--- src/rtl/fifo_word_packer_pkg.sv ---
// Shared types and helpers for the FIFO word packer.
// The optional idle auto-flush is enabled with FIFO_WORD_PACKER_TIMEOUT_EN.
package fifo_word_packer_pkg;

    typedef enum logic {
        FILL = 1'b0,
        HOLD = 1'b1
    } pack_state_e;

    // Idle timer width; wide enough for the largest legal TIMEOUT_CYCLES (255).
    localparam int TIMER_W = 8;

    function automatic int countWidth(input int pack);
        return $clog2(pack + 1);
    endfunction

endpackage

--- src/rtl/pack_idle_timer.sv ---
// Counts consecutive idle cycles and flags the cycle on which LIMIT is reached.
// Only instantiated when FIFO_WORD_PACKER_TIMEOUT_EN is defined.
module pack_idle_timer
    import fifo_word_packer_pkg::*;
#(
    parameter int LIMIT = 16
) (
    input  logic clk,
    input  logic rst,
    input  logic count_en_i,
    output logic expired_o
);

    logic [TIMER_W-1:0] count_q;

    // Expiry fires combinationally on the LIMIT-th idle cycle so the close happens on that edge.
    assign expired_o = count_en_i && (count_q == TIMER_W'(LIMIT - 1));

    always_ff @(posedge clk or posedge rst) begin
        if (rst) begin
            count_q <= '0;
        end else if (!count_en_i || expired_o) begin
            count_q <= '0;
        end else begin
            count_q <= count_q + 1'b1;
        end
    end

endmodule

--- src/rtl/fifo_word_packer.sv ---
// Packs PACK consecutive FIFO words into one wide beat, closing early on flush.
// Define FIFO_WORD_PACKER_TIMEOUT_EN to also close a partial beat after TIMEOUT_CYCLES idle cycles.
module fifo_word_packer
    import fifo_word_packer_pkg::*;
#(
    parameter int DWIDTH         = 32,
    parameter int PACK           = 4,
    parameter int TIMEOUT_CYCLES = 16
) (
    input  logic                                clk,
    input  logic                                rst,
    input  logic                                fifo_valid,
    input  logic [DWIDTH-1:0]                   fifo_data,
    output logic                                fifo_deque_en,
    input  logic                                flush,
    output logic                                out_valid,
    input  logic                                out_ready,
    output logic [PACK*DWIDTH-1:0]              out_data,
    output logic [countWidth(PACK)-1:0]         out_count
);

    localparam int CW = countWidth(PACK);

    if (PACK < 2 || PACK > 16) begin : g_bad_pack
        $error("fifo_word_packer: PACK must be within 2..16");
    end
    if (TIMEOUT_CYCLES < 1 || TIMEOUT_CYCLES > 255) begin : g_bad_timeout
        $error("fifo_word_packer: TIMEOUT_CYCLES must be within 1..255");
    end

    pack_state_e         state_q;
    logic [CW-1:0]       fillCnt_q;
    logic [PACK*DWIDTH-1:0] lanes_q;
    logic                pop;
    logic [CW-1:0]       fillCnt_d;
    logic                timeoutHit;

    // In HOLD we only pop when the beat leaves, so the popped word can seed the next beat.
    assign fifo_deque_en = !rst && ((state_q == FILL) || out_ready);
    assign pop           = fifo_deque_en && fifo_valid;
    assign fillCnt_d     = fillCnt_q + CW'(pop);

    assign out_valid = (state_q == HOLD);
    assign out_count = out_valid ? fillCnt_q : '0;
    assign out_data  = lanes_q;

`ifdef FIFO_WORD_PACKER_TIMEOUT_EN
    logic idleCycle;

    assign idleCycle = (state_q == FILL) && (fillCnt_q != '0) && !pop;

    pack_idle_timer #(
        .LIMIT(TIMEOUT_CYCLES)
    ) u_idle_timer (
        .clk       (clk),
        .rst       (rst),
        .count_en_i(idleCycle),
        .expired_o (timeoutHit)
    );
`else
    assign timeoutHit = 1'b0;
`endif

    // Lanes are cleared whenever a beat leaves, which keeps lanes at or above out_count zero.
    always_ff @(posedge clk or posedge rst) begin
        if (rst) begin
            state_q   <= FILL;
            fillCnt_q <= '0;
            lanes_q   <= '0;
        end else begin
            case (state_q)
                FILL: begin
                    for (int i = 0; i < PACK; i++) begin
                        if (pop && (fillCnt_q == CW'(i))) begin
                            lanes_q[i*DWIDTH +: DWIDTH] <= fifo_data;
                        end
                    end
                    fillCnt_q <= fillCnt_d;
                    if ((fillCnt_d == CW'(PACK)) ||
                        ((flush || timeoutHit) && (fillCnt_d != '0))) begin
                        state_q <= HOLD;
                    end
                end
                HOLD: begin
                    if (out_ready) begin
                        lanes_q   <= {{((PACK-1)*DWIDTH){1'b0}}, (pop ? fifo_data : {DWIDTH{1'b0}})};
                        fillCnt_q <= CW'(pop);
                        state_q   <= FILL;
                    end
                end
                default: state_q <= FILL;
            endcase
        end
    end

endmodule

--- config.mk ---
export PLATFORM = sky130hd
export DESIGN_NAME = fifo_word_packer
export DESIGN_NICKNAME = d
export VERILOG_FILES = /design/src/rtl/fifo_word_packer_pkg.sv /design/src/rtl/pack_idle_timer.sv /design/src/rtl/fifo_word_packer.sv
export SDC_FILE = /design/constraint.sdc
export NUM_CORES = 1
export LEC_CHECK = 0
export ABC_AREA = 1
export BUFFER_PORTS_ARGS = -buffer_cell sky130_fd_sc_hd__buf_2
export CAP_MARGIN = 5
export CELL_PAD_IN_SITES_DETAIL_PLACEMENT = 0
export CELL_PAD_IN_SITES_GLOBAL_PLACEMENT = 2
export CORE_MARGIN = 5
export CORE_UTILIZATION = 31
export CTS_BUF_LIST = sky130_fd_sc_hd__clkbuf_4
export DETAILED_ROUTE_END_ITERATION = 12
export MAX_ROUTING_LAYER = met4
export PLACE_DENSITY = 0.87
export SYNTH_ARGS = -nofsm -noshare
export SYNTH_HDL_FRONTEND = slang
export SYNTH_SLANG_ARGS = --single-unit
export TNS_END_PERCENT = 10
--- constraint.sdc ---
create_clock -name clk -period 8.2 [get_ports clk]
set_input_delay 0.41 -clock clk [delete_from_list [all_inputs] [get_ports clk]]
set_output_delay 0.41 -clock clk [all_outputs]
set_load 0.005 [all_outputs]
==> results.md, run 1 <==
- # hold bufs at CTS: 1
- Critical Path AT: 3.12 ns
- Unique masters post-synth: 24
- I/O Pins: 170
- Most frequent cell after synthesis: nand2_1
- Clk sinks: 132
- DRC violations left: 0
- CTS tree: yes
- Synth top area share: 0.5532
- FF+latch count, synth: about 130
- ANT nets after route: 0
- Slowest CP cell: inv_2
- Non-filler cells, final: 1128
- Fin crit share: 0.3223
- Most frequent CP cell: nand2_1
- CP delay by family, top: buffers and inverters
- TritonCTS buffer count: 17
- Die width: roughly 150 microns
- Post-synth EDFFs: 0
- RePlAce Congestion: 0.7740
- Global route total overflow: 0
- Sum Neg Setup Slack: 0 ns
- Sequential share of the synthesized area: 0.5532
- Pins Over Slew Limit: 0
- Mapped cell area: 5971 sq um
- WS Path Type: register to register
- Post-cts gate resize count: 0
- Most frequent cells after synthesis: 330 x nand2_1, 132 x dfrtp_1, 132 x nand3_1
- Post-CTS Setup Bufs: 0
- Post-layout nets: roughly 900
- CORE AREA: around 19000 sq um
- Max_cap viols: 0
- Syn Nets: 754
- Worst Tran Pin Value: 0.9425 ns
- Die Y: 148.8 microns
- Hold Vio Cnt, Final: 0
- Share of post-route cells with drive strength above 1: 0.2526
- Largest cells by area after synthesis: dfrtp_1 55%, nand2_1 21%, nand3_1 11%, nand4_1 3.4%, buf_6 1.9%
- Synth area leader: dfrtp_1
- Die ar.: ~22000 sq um
- Clock transition at path regs: 0.13 ns
- Initial Utilization: 0.3171
- Relative slew slack: 0.3717
- Min cycle time layout: 2.643 ns
- Initial antenna violation count: 1
- Via count of the routed design: 5323
- Post-synth top flop: dfrtp_1
- Initial drt markers: 297
- Post-Syn Instances: 715
- Startpoint type of the worst setup path: register
- Routed vias/inst: between 4 and 5
- Asr flop ratio synth: 1.000
- Number of global-route vias before repair: 5317
- Area share of fa/ha/maj cells after synthesis: 0.004191
- Final wirelength: approximately 19000 microns
- CTS root buf: clkbuf_4
- Cells after DPL: 1094
- Area growth, synth to finish: 20.91%
- Worst Path Buf+Inv: 2
- Req. time, crit path: between 8 and 9 ns
- Clock Skew: 0.009408 ns
- RSZ-0062 raised after global routing: no
- Max FO, Critical Path: 38
- Cell chain of the critical path: inv_2 > nand2_1 > nor2_1 > nand2_4 > inv_2 > nand2_1 > nand2_1
- Clock tree buffer depth: 2
- Main combinational cell family by area after synthesis: simple AND/OR/NAND/NOR gates
- Largest net degree at the start of global routing: 78
- Post-Synth Simple-Gate Area: 0.3694
- Synth warn: 0
- Avg WL per Cell: 16.88 microns
- GRT Overall Usage: 0.1795
- Leakage: 4.405 nW
- Power per cell area: 298.8 nW/um^2
- Peak Freq: around 380 MHz
- CP endpoint kind: register
- Setup Viol. Count Final: 0
- Synth Area in XOR/XNOR: 0.001467
- Worst hold path class: primary input to register
- # rows: 50
- Status: finished, final reports clean
- First-pass detailed-route iteration total: 4
- I/O Buffers: 169
- Area fraction in compound gates after synthesis: 0.007125
- Clock Latency Late Sink: roughly 0.54 ns
- Mux cell area share after synthesis: 0
- First-pass GRT wire length: just over 30000 microns
- Number of H-tree levels: 4
- Worst path max stage delay: 0.60 ns
- Max IR drop VDD: 0.1057 mV
- Mean Syn Cell Area: 8.351 sq um
- Hpwl dp: around 12000 microns
-- cell usage in the layout, fill, tap and decap left out, types with 2 or more instances in the layout --
cell type	instances
nand2_1	329
buf_2	169
nand3_1	132
dfrtp_1	132
nand4_1	32
clkbuf_4	18
inv_1	8
inv_2	6
nand2_4	5
bufinv_16	5
nor2_1	4
clkinv_4	4
buf_4	3
o21ai_0	2
ha_1	2
clkinv_2	2
clkinv_1	2
-- routing by layer --
| metal | GRT usage | part of all wire | vias up | routed length (microns) |
|---|---|---|---|---|
| li1 | - | - | 2600 | - |
| met1 | 0.2372 | 0.46 | 2548 | 8761 |
| met2 | 0.2801 | 0.46 | 164 | 8840 |
| met3 | 0.04345 | 0.067 | 11 | 1271 |
| met4 | 0.04531 | 0.0090 | 0 | 172 |
| met5 | - | 0 | - | 0 |
-- kinds of logic (layout without fill, tap and decap cells) --
logic type	after synthesis	count (layout)
AO/OA/AOI/OAI	6	6
XOR/XNOR	1	1
adder cells (fa/ha/maj)	2	2
buffers and inverters	69	221
flip-flops	132	132
other	0	1
AND/OR/NAND/NOR	505	505
-- cell type report --
cell class	count	area, sq um
well taps	260	325.3
flip-flops and latches	132	3303
inverters	16	67.56
fillers	2004	11610
clock inverters	14	210.2
clock buffers	18	135.1
repair buffers	173	878.3
diodes	1	2.502
multi-input cells	514	2297
-- registers in the layout, summed over array words and instances (netlist names) --
name and count:
out_data 128, out_valid 1, fillCnt_q 3
-- tightest hold or removal path: stages --
cell and delay (ns):
buf_2 0.13, nand2_1 0.06, nand2_1 0.04
-- through the flow --
| step | worst slack [ns] | hold WS, ns | power (mW) | util | instance area, sq um |
|---|---|---|---|---|---|
| detailed placement | 5.500 | 0.4298 | 1.659 | 0.3644 | 6862 |
| global placement | 5.584 | 0.4276 | 1.652 | 0.3644 | 6862 |
| global route | 5.286 | 0.09008 | 2.316 | 0.3834 | 7219 |
| CTS | 5.483 | 0.07169 | 2.195 | 0.3833 | 7217 |
| finish | 5.557 | 0.1261 | 2.157 | 0.3834 | 7219 |
| floorplan | 2.360 | 0.4913 | 1.350 | - | 5971 |
-- power breakdown --
part           internal, mW  switching, mW  total (mW)  leakage [nW]
logic                 0.258          0.434       0.692          2.44
clock network         0.274          0.258       0.532         0.181
registers             0.822          0.112       0.933          1.78
total                  1.35          0.803        2.16          4.40
-- path summary, 6_finish.rpt --
path / start / endpoint / slack (ns) / cells past startpoint
max: out_valid$_DFF_PP0_ / out_data[111]$_DFFE_PP0P_ / 5.56 / 7
min: fifo_data[10] / out_data[106]$_DFFE_PP0P_ / 0.13 / 3
max reg2reg: out_valid$_DFF_PP0_ / out_data[111]$_DFFE_PP0P_ / 5.56 / 7
min reg2reg: out_data[53]$_DFFE_PP0P_ / out_data[53]$_DFFE_PP0P_ / 0.50 / 2
max in group asynchronous: rst / out_data[26]$_DFFE_PP0P_ / 6.54 / 4
min in group asynchronous: rst / out_data[66]$_DFFE_PP0P_ / 0.39 / 3
Note: power is estimated with default switching activity, not from simulation.
==> run 2: changes to the inputs <==
--- a/config.mk
+++ b/config.mk
@@ -11,11 +11,11 @@
 export CELL_PAD_IN_SITES_DETAIL_PLACEMENT = 0
 export CELL_PAD_IN_SITES_GLOBAL_PLACEMENT = 2
 export CORE_MARGIN = 5
-export CORE_UTILIZATION = 31
+export CORE_UTILIZATION = 28
 export CTS_BUF_LIST = sky130_fd_sc_hd__clkbuf_4
 export DETAILED_ROUTE_END_ITERATION = 12
 export MAX_ROUTING_LAYER = met4
-export PLACE_DENSITY = 0.87
+export PLACE_DENSITY = 0.84
 export SYNTH_ARGS = -nofsm -noshare
 export SYNTH_HDL_FRONTEND = slang
 export SYNTH_SLANG_ARGS = --single-unit
==> constraint.sdc (replaced) <==
create_clock -name clk -period 2.35 [get_ports clk]
set_input_delay 0.1175 -clock clk [delete_from_list [all_inputs] [get_ports clk]]
set_output_delay 0.1175 -clock clk [all_outputs]
set_load 0.005 [all_outputs]
==> results.md, run 2 (synthesized netlist as in run 1, its figures left out) <==
- Max reg flops: 128 (unchanged)
- RSZ-0062 raised after global routing: no (unchanged)
- WHS Endpoint: out_data[4]$_DFFE_PP0P_ (was out_data[106]$_DFFE_PP0P_)
- Int Pwr: 4.514 mW (was 1.354 mW)
- DRC violations left: 0 (unchanged)
- Worst path max stage delay: 0.45 ns (was 0.60 ns)
- Via count of the routed design: 5529 (was 5323)
- Fin crit share: 0.8495 (was 0.3223)
- First-pass detailed-route iteration total: 4 (unchanged)
- Hpwl dp: 12560 microns (was 11850 microns)
- Max FO, Critical Path: 36 (was 38)
- Slowest CP cell: dfrtp_1 (was inv_2)
- HP Start: fifo_valid (was fifo_data[10])
- CORE AREA: 21020 sq um (was 18830 sq um)
- # rows: 53 (was 50)
- Req. time, crit path: 2.83 ns (was 8.68 ns)
- Worst Path Buf+Inv: 1 (was 2)
- Combinational power share: 0.350 (was 0.321)
- Commonest non-fill, non-tap cell in the layout: nand2_1 (unchanged)
- # hold bufs at CTS: 35 (was 1)
- Leakage: 4.570 nW (was 4.405 nW)
- Max IR drop VDD: 0.2913 mV (was 0.1057 mV)
- RePlAce Congestion: 0.7623 (was 0.7740)
- Max_cap viols: 0 (unchanged)
- Clock transition at path regs: 0.13 ns (about the same)
- Critical Path AT: 2.47 ns (was 3.12 ns)
- Status: finished, final reports clean (unchanged)
- Clk sinks: 132 (unchanged)
- Worst hold slack: 0.08433 ns (was 0.1261 ns)
- Global route total overflow: 0 (unchanged)
- Initial Utilization: 0.2840 (was 0.3171)
- I/O Pins: 170 (unchanged)
- Min cycle time layout: 1.996 ns (was 2.643 ns)
- Non-filler cells, final: 1188 (was 1128)
- Worst hold path class: primary input to register (unchanged)
- Post-CTS Setup Bufs: 0 (unchanged)
- Initial drt markers: 271 (was 297)
- Share of post-route cells with drive strength above 1: 0.2497 (was 0.2526)
- Die Y: 156.0 microns (was 148.8 microns)
- Commonest non-fill, non-tap cells in the layout: 329 x nand2_1, 169 x buf_2, 132 x nand3_1, 132 x dfrtp_1, 35 x dlygate4sd3_1 (was 329 x nand2_1, 169 x buf_2, 132 x nand3_1, 132 x dfrtp_1, 32 x nand4_1)
- Final Util: 0.3624 (was 0.3834)
- Cells after DPL: 1121 (was 1094)
- Die ar.: 24340 sq um (was 22140 sq um)
- Largest net degree at the start of global routing: 105 (was 78)
- Hold path depth: 5 (was 3)
- Relative slew slack: 0.5288 (was 0.3717)
- Net Switching: 2.788 mW (was 803.1 uW)
- Slack of the worst reg-to-reg path: 0.35 ns (was 5.56 ns)
- Post-layout nets: 939 (was 893)
- Startpoint type of the worst setup path: register (unchanged)
- Initial antenna violation count: 0 (was 1)
- Dpl ws: 0.3423 ns (was 5.500 ns)
- Cell chain of the critical path: nand2_8 > nand2_4 > nor2_8 > nand2_4 > inv_4 > nand2_1 > nand2_1 (was inv_2 > nand2_1 > nor2_1 > nand2_4 > inv_2 > nand2_1 > nand2_1)
- Switching part of the total: 0.3818 (was 0.3722)
- Placed inst area: 7008 sq um (was 6862 sq um)
- Clock Skew: 0.01903 ns (was 0.009408 ns)
- Sum Neg Setup Slack: 0 ns (unchanged)
- Peak Freq: 500.9 MHz (was 378.4 MHz)
- I/O Buffers: 169 (unchanged)
- Clk pwr share: 0.205 (was 0.247)
- Clock Latency Late Sink: 0.54 ns (about the same)
- CTS root buf: clkbuf_4 (unchanged)
- Total chip power: 7.302 mW (was 2.157 mW)
- Hold Vio Cnt, Final: 0 (unchanged)
- Antenna diodes: 0 (was 1)
- Avg WL per Cell: 16.73 microns (was 16.88 microns)
- Sequential power share: 0.446 (was 0.433)
- Final wirelength: 19880 microns (was 19050 microns)
- GRT Overall Usage: 0.1673 (was 0.1795)
- Die width: 156.0 microns (was 148.8 microns)
- Post-cts gate resize count: 0 (unchanged)
- WS Path Type: register to register (unchanged)
- Reg-to-reg endpoint: out_data[81]$_DFFE_PP0P_ (was out_data[111]$_DFFE_PP0P_)
- Worst Slack Setup Final: 0.3536 ns (was 5.557 ns)
- Area growth, synth to finish: 27.58% (was 20.91%)
- Pins Over Slew Limit: 0 (unchanged)
- Power per cell area: 958.6 nW/um^2 (was 298.8 nW/um^2)
- Design Area, Final: 7617 sq um (was 7219 sq um)
- CP delay by family, top: simple AND/OR/NAND/NOR gates (was buffers and inverters)
- Number of H-tree levels: 4 (unchanged)
- ANT nets after route: 0 (unchanged)
- R2R cell count: 7 (unchanged)
- Number of global-route vias before repair: 5385 (was 5317)
- TritonCTS buffer count: 17 (unchanged)
- Setup Viol. Count Final: 0 (unchanged)
- CP endpoint kind: register (unchanged)
- Worst Tran Pin Value: 0.7069 ns (was 0.9425 ns)
- Routed vias/inst: 4.654 (was 4.719)
- R2r startpoint: out_valid$_DFF_PP0_ (unchanged)
- CTS tree: yes (unchanged)
- Clock tree buffer depth: 2 (unchanged)
- First-pass GRT wire length: 30840 microns (was 30400 microns)
run 2: routing by layer:
metal	wire length (microns)	vias up	global-route usage
li1	-	2690	-
met1	9059	2651	0.2206
met2	9299	175	0.2605
met3	1291	13	0.03883
met4	225	0	0.04335
met5	0	-	-
run 2: how the worst max path moves through the flow:
| stage | slack, ns | cells after the start | end | start |
|---|---|---|---|---|
| final | 0.35 | 7 | out_data[81]$_DFFE_PP0P_ | out_valid$_DFF_PP0_ |
| after global routing | 0.19 | 7 | out_data[89]$_DFFE_PP0P_ | out_valid$_DFF_PP0_ |
| after CTS | 0.32 | 7 | out_data[81]$_DFFE_PP0P_ | out_valid$_DFF_PP0_ |
| after detailed placement | 0.34 | 7 | out_data[81]$_DFFE_PP0P_ | out_valid$_DFF_PP0_ |
| after global placement | 0.38 | 7 | out_data[72]$_DFFE_PP0P_ | out_valid$_DFF_PP0_ |
| after floorplan | 0.66 | 6 | out_data[31]$_DFFE_PP0P_ | rst |
run 2: tightest hold or removal path: stages:
cell,delay [ns]
buf_2,0.21
nand4_1,0.13
nand2_1,0.05
nand2_1,0.06
nand2_1,0.04
run 2: area by class of cell:
| class | instances | area, sq um |
|---|---|---|
| Clock inverter | 13 | 116.4 |
| Clock buffer | 19 | 142.6 |
| Timing Repair Buffer | 219 | 1346 |
| Sequential cell | 132 | 3303 |
| Inverter | 16 | 67.56 |
| Fill cell | 2238 | 13400 |
| Multi-Input combinational cell | 514 | 2297 |
| Tap cell | 275 | 344.1 |
run 2: power groups by stage:
stage / clock network (mW) / logic, mW / registers (mW)
2_1_floorplan: 0 / 1.43 / 3.28
3_3_place_gp: 0 / 2.55 / 3.30
3_5_place_dp: 0 / 2.58 / 3.30
4_1_cts: 1.56 / 2.63 / 3.26
5_1_grt: 1.64 / 2.91 / 3.33
6_report: 1.49 / 2.56 / 3.25
==> run 3: changes to the inputs <==
==> constraint.sdc (replaced) <==
create_clock -name clk -period 1.75 [get_ports clk]
set_input_delay 0.0875 -clock clk [delete_from_list [all_inputs] [get_ports clk]]
set_output_delay 0.0875 -clock clk [all_outputs]
set_load 0.005 [all_outputs]
==> results.md, run 3 (synthesized netlist as in run 1, its figures left out) <==
- CORE AREA: 21020 sq um (unchanged)
- RSZ-0062 raised after global routing: no (unchanged)
- Worst Tran Pin Value: 0.4803 ns (was 0.7069 ns)
- Startpoint type of the worst setup path: register (unchanged)
- Clock Skew: 0.01094 ns (was 0.01903 ns)
- Met3 track demand over resource: 0.04105 (was 0.03883)
- DRC violations left: 0 (unchanged)
- Routed vias/inst: 4.608 (was 4.654)
- Slowest CP cell: dfrtp_1 (unchanged)
- Die Y: 156.0 microns (unchanged)
- CTS tree: yes (unchanged)
- Final Util: 0.3730 (was 0.3624)
- GRT Overall Usage: 0.1706 (was 0.1673)
- CTS root buf: clkbuf_4 (unchanged)
- Clock transition at path regs: 0.11 ns (was 0.13 ns)
- Grt met2 use: 0.2646 (was 0.2605)
- Post-CTS Setup Bufs: 0 (unchanged)
- GR peak layer: met2 (unchanged)
- Largest net degree at the start of global routing: 89 (was 105)
- Leakage: 4.693 nW (was 4.570 nW)
- # rows: 53 (unchanged)
- Commonest non-fill, non-tap cell in the layout: nand2_1 (unchanged)
- Reg-to-reg endpoint: out_valid$_DFF_PP0_ (was out_data[81]$_DFFE_PP0P_)
- Die ar.: 24340 sq um (unchanged)
- Hold path depth: 6 (was 5)
- Max FO, Critical Path: 3 (was 36)
- Power per cell area: 1330 nW/um^2 (was 958.6 nW/um^2)
- Via count of the routed design: 5530 (was 5529)
- First-pass detailed-route iteration total: 4 (unchanged)
- Critical Path AT: 2.09 ns (was 2.47 ns)
- Worst Slack Setup Final: 0.1277 ns (was 0.3536 ns)
- Sum Neg Setup Slack: 0 ns (unchanged)
- Global route total overflow: 0 (unchanged)
- Max_cap viols: 0 (unchanged)
- Area growth, synth to finish: 31.31% (was 27.58%)
- Relative slew slack: 0.6798 (was 0.5288)
- Non-filler cells, final: 1200 (was 1188)
- Max IR drop VDD: 0.5086 mV (was 0.2913 mV)
- TritonCTS buffer count: 17 (unchanged)
- Min cycle time layout: 1.622 ns (was 1.996 ns)
- Avg WL per Cell: 16.70 microns (was 16.73 microns)
- Share of post-route cells with drive strength above 1: 0.2630 (was 0.2497)
- Initial antenna violation count: 1 (was 0)
- HP Start: fifo_valid (unchanged)
- WS Path Type: register to register (unchanged)
- Clock tree buffer depth: 2 (unchanged)
- Die width: 156.0 microns (unchanged)
- Hpwl dp: 13320 microns (was 12560 microns)
- Post-layout nets: 950 (was 939)
- I/O Buffers: 169 (unchanged)
- Most frequent CP cell: ha_1
- Number of H-tree levels: 4 (unchanged)
- Design Area, Final: 7840 sq um (was 7617 sq um)
- Commonest non-fill, non-tap cells in the layout: 329 x nand2_1, 169 x buf_2, 132 x nand3_1, 132 x dfrtp_1, 35 x dlygate4sd3_1 (unchanged)
- Fin crit share: 0.9271 (was 0.8495)
- Hold Vio Cnt, Final: 0 (unchanged)
- Status: finished, final reports clean (unchanged)
- Clk sinks: 132 (unchanged)
- Slack of the worst reg-to-reg path: 0.13 ns (was 0.35 ns)
- Number of global-route vias before repair: 5467 (was 5385)
- ANT nets after route: 0 (unchanged)
- Cell chain of the critical path: nand2_8 > nand2_4 > nor2_8 > ha_1 > ha_1 > nor2_1 > o21ai_0 > a21o_1 > nand2_1 (was nand2_8 > nand2_4 > nor2_8 > nand2_4 > inv_4 > nand2_1 > nand2_1)
- First-pass GRT wire length: 31350 microns (was 30840 microns)
- R2r startpoint: out_valid$_DFF_PP0_ (unchanged)
- Pins Over Slew Limit: 0 (unchanged)
- Final wirelength: 20040 microns (was 19880 microns)
- Worst hold slack: 0.1643 ns (was 0.08433 ns)
- Placed inst area: 7141 sq um (was 7008 sq um)
- Peak Freq: 616.4 MHz (was 500.9 MHz)
- Req. time, crit path: 2.22 ns (was 2.83 ns)
- RePlAce Congestion: 0.7808 (was 0.7623)
- I/O Pins: 170 (unchanged)
- R2R cell count: 9 (was 7)
- Clock Latency Late Sink: 0.53 ns (was 0.54 ns)
- Worst hold path class: primary input to register (unchanged)
- Dpl ws: 0.1032 ns (was 0.3423 ns)
- Initial Utilization: 0.2840 (unchanged)
- Total chip power: 10.43 mW (was 7.302 mW)
- Initial drt markers: 288 (was 271)
- Worst path max stage delay: 0.46 ns (was 0.45 ns)
- CP endpoint kind: register (unchanged)
- GRT met1 Usage: 0.2269 (was 0.2206)
- Setup Viol. Count Final: 0 (unchanged)
- Cells after DPL: 1132 (was 1121)
- Max reg flops: 128 (unchanged)
- WHS Endpoint: fillCnt_q[0]$_DFFE_PP0N_ (was out_data[4]$_DFFE_PP0P_)
[run 3: changes by cell type in the layout (fill, tap and decap cells not counted), sizes merged]
| cell | delta |
|---|---|
| buf | +11 |
| clkbuf | +2 |
| clkinvlp | -3 |
| bufinv | +3 |
| diode | +1 |
| clkinv | -2 |
[run 3: area by class of cell]
class                           instances  area (sq um)
Sequential cell                       132          3303
Fill cell                            2228         13180
Antenna cell                            1         2.502
Tap cell                              275         344.1
Clock buffer                           21         157.7
Clock inverter                         11         182.7
Multi-Input combinational cell        514          2297
Inverter                               16         70.07
Timing Repair Buffer                  230          1483
[run 3: power breakdown]
group          internal [mW]  total, mW  switching (mW)  leakage [nW]
sequential              3.85       4.36           0.510          1.78
combinational           1.45       3.58            2.13          2.72
clock                   1.33       2.48            1.15         0.189
[run 3: how the worst max path moves through the flow]
| stage | from | cells past startpoint | to | slack (ns) |
|---|---|---|---|---|
| final | out_valid$_DFF_PP0_ | 9 | out_valid$_DFF_PP0_ | 0.13 |
| after global routing | out_valid$_DFF_PP0_ | 9 | out_data[117]$_DFFE_PP0P_ | 0.008 |
| after CTS | out_valid$_DFF_PP0_ | 4 | out_count[0] | 0.07 |
| after detailed placement | out_valid$_DFF_PP0_ | 8 | out_data[83]$_DFFE_PP0P_ | 0.10 |
| after global placement | out_valid$_DFF_PP0_ | 8 | out_data[89]$_DFFE_PP0P_ | 0.14 |
| after floorplan | out_valid$_DFF_PP0_ | 10 | out_valid$_DFF_PP0_ | 0.08 |
[run 3: critical path: cells and delay by family, from the launching register on]
kind | cells | cell delay (ns)
fa+ha+maj | 2 | 0.47
flops | 1 | 0.46
simple gates | 5 | 0.38
compound gates | 2 | 0.26
[run 3: per-layer routing]
layer / vias up / part of all wire
met2: 159 / 0.46
li1: 2710 / -
met3: 12 / 0.067
met5: - / 0
met4: 0 / 0.0082
met1: 2649 / 0.46
[run 3: repair_timing]
action / in CTS / in global routing
endpoints found under the setup margin: 0 / 31
endpoints found under the hold margin: 263 / 0
resized for setup: 0 / 2
hold buffers: 35 / 0
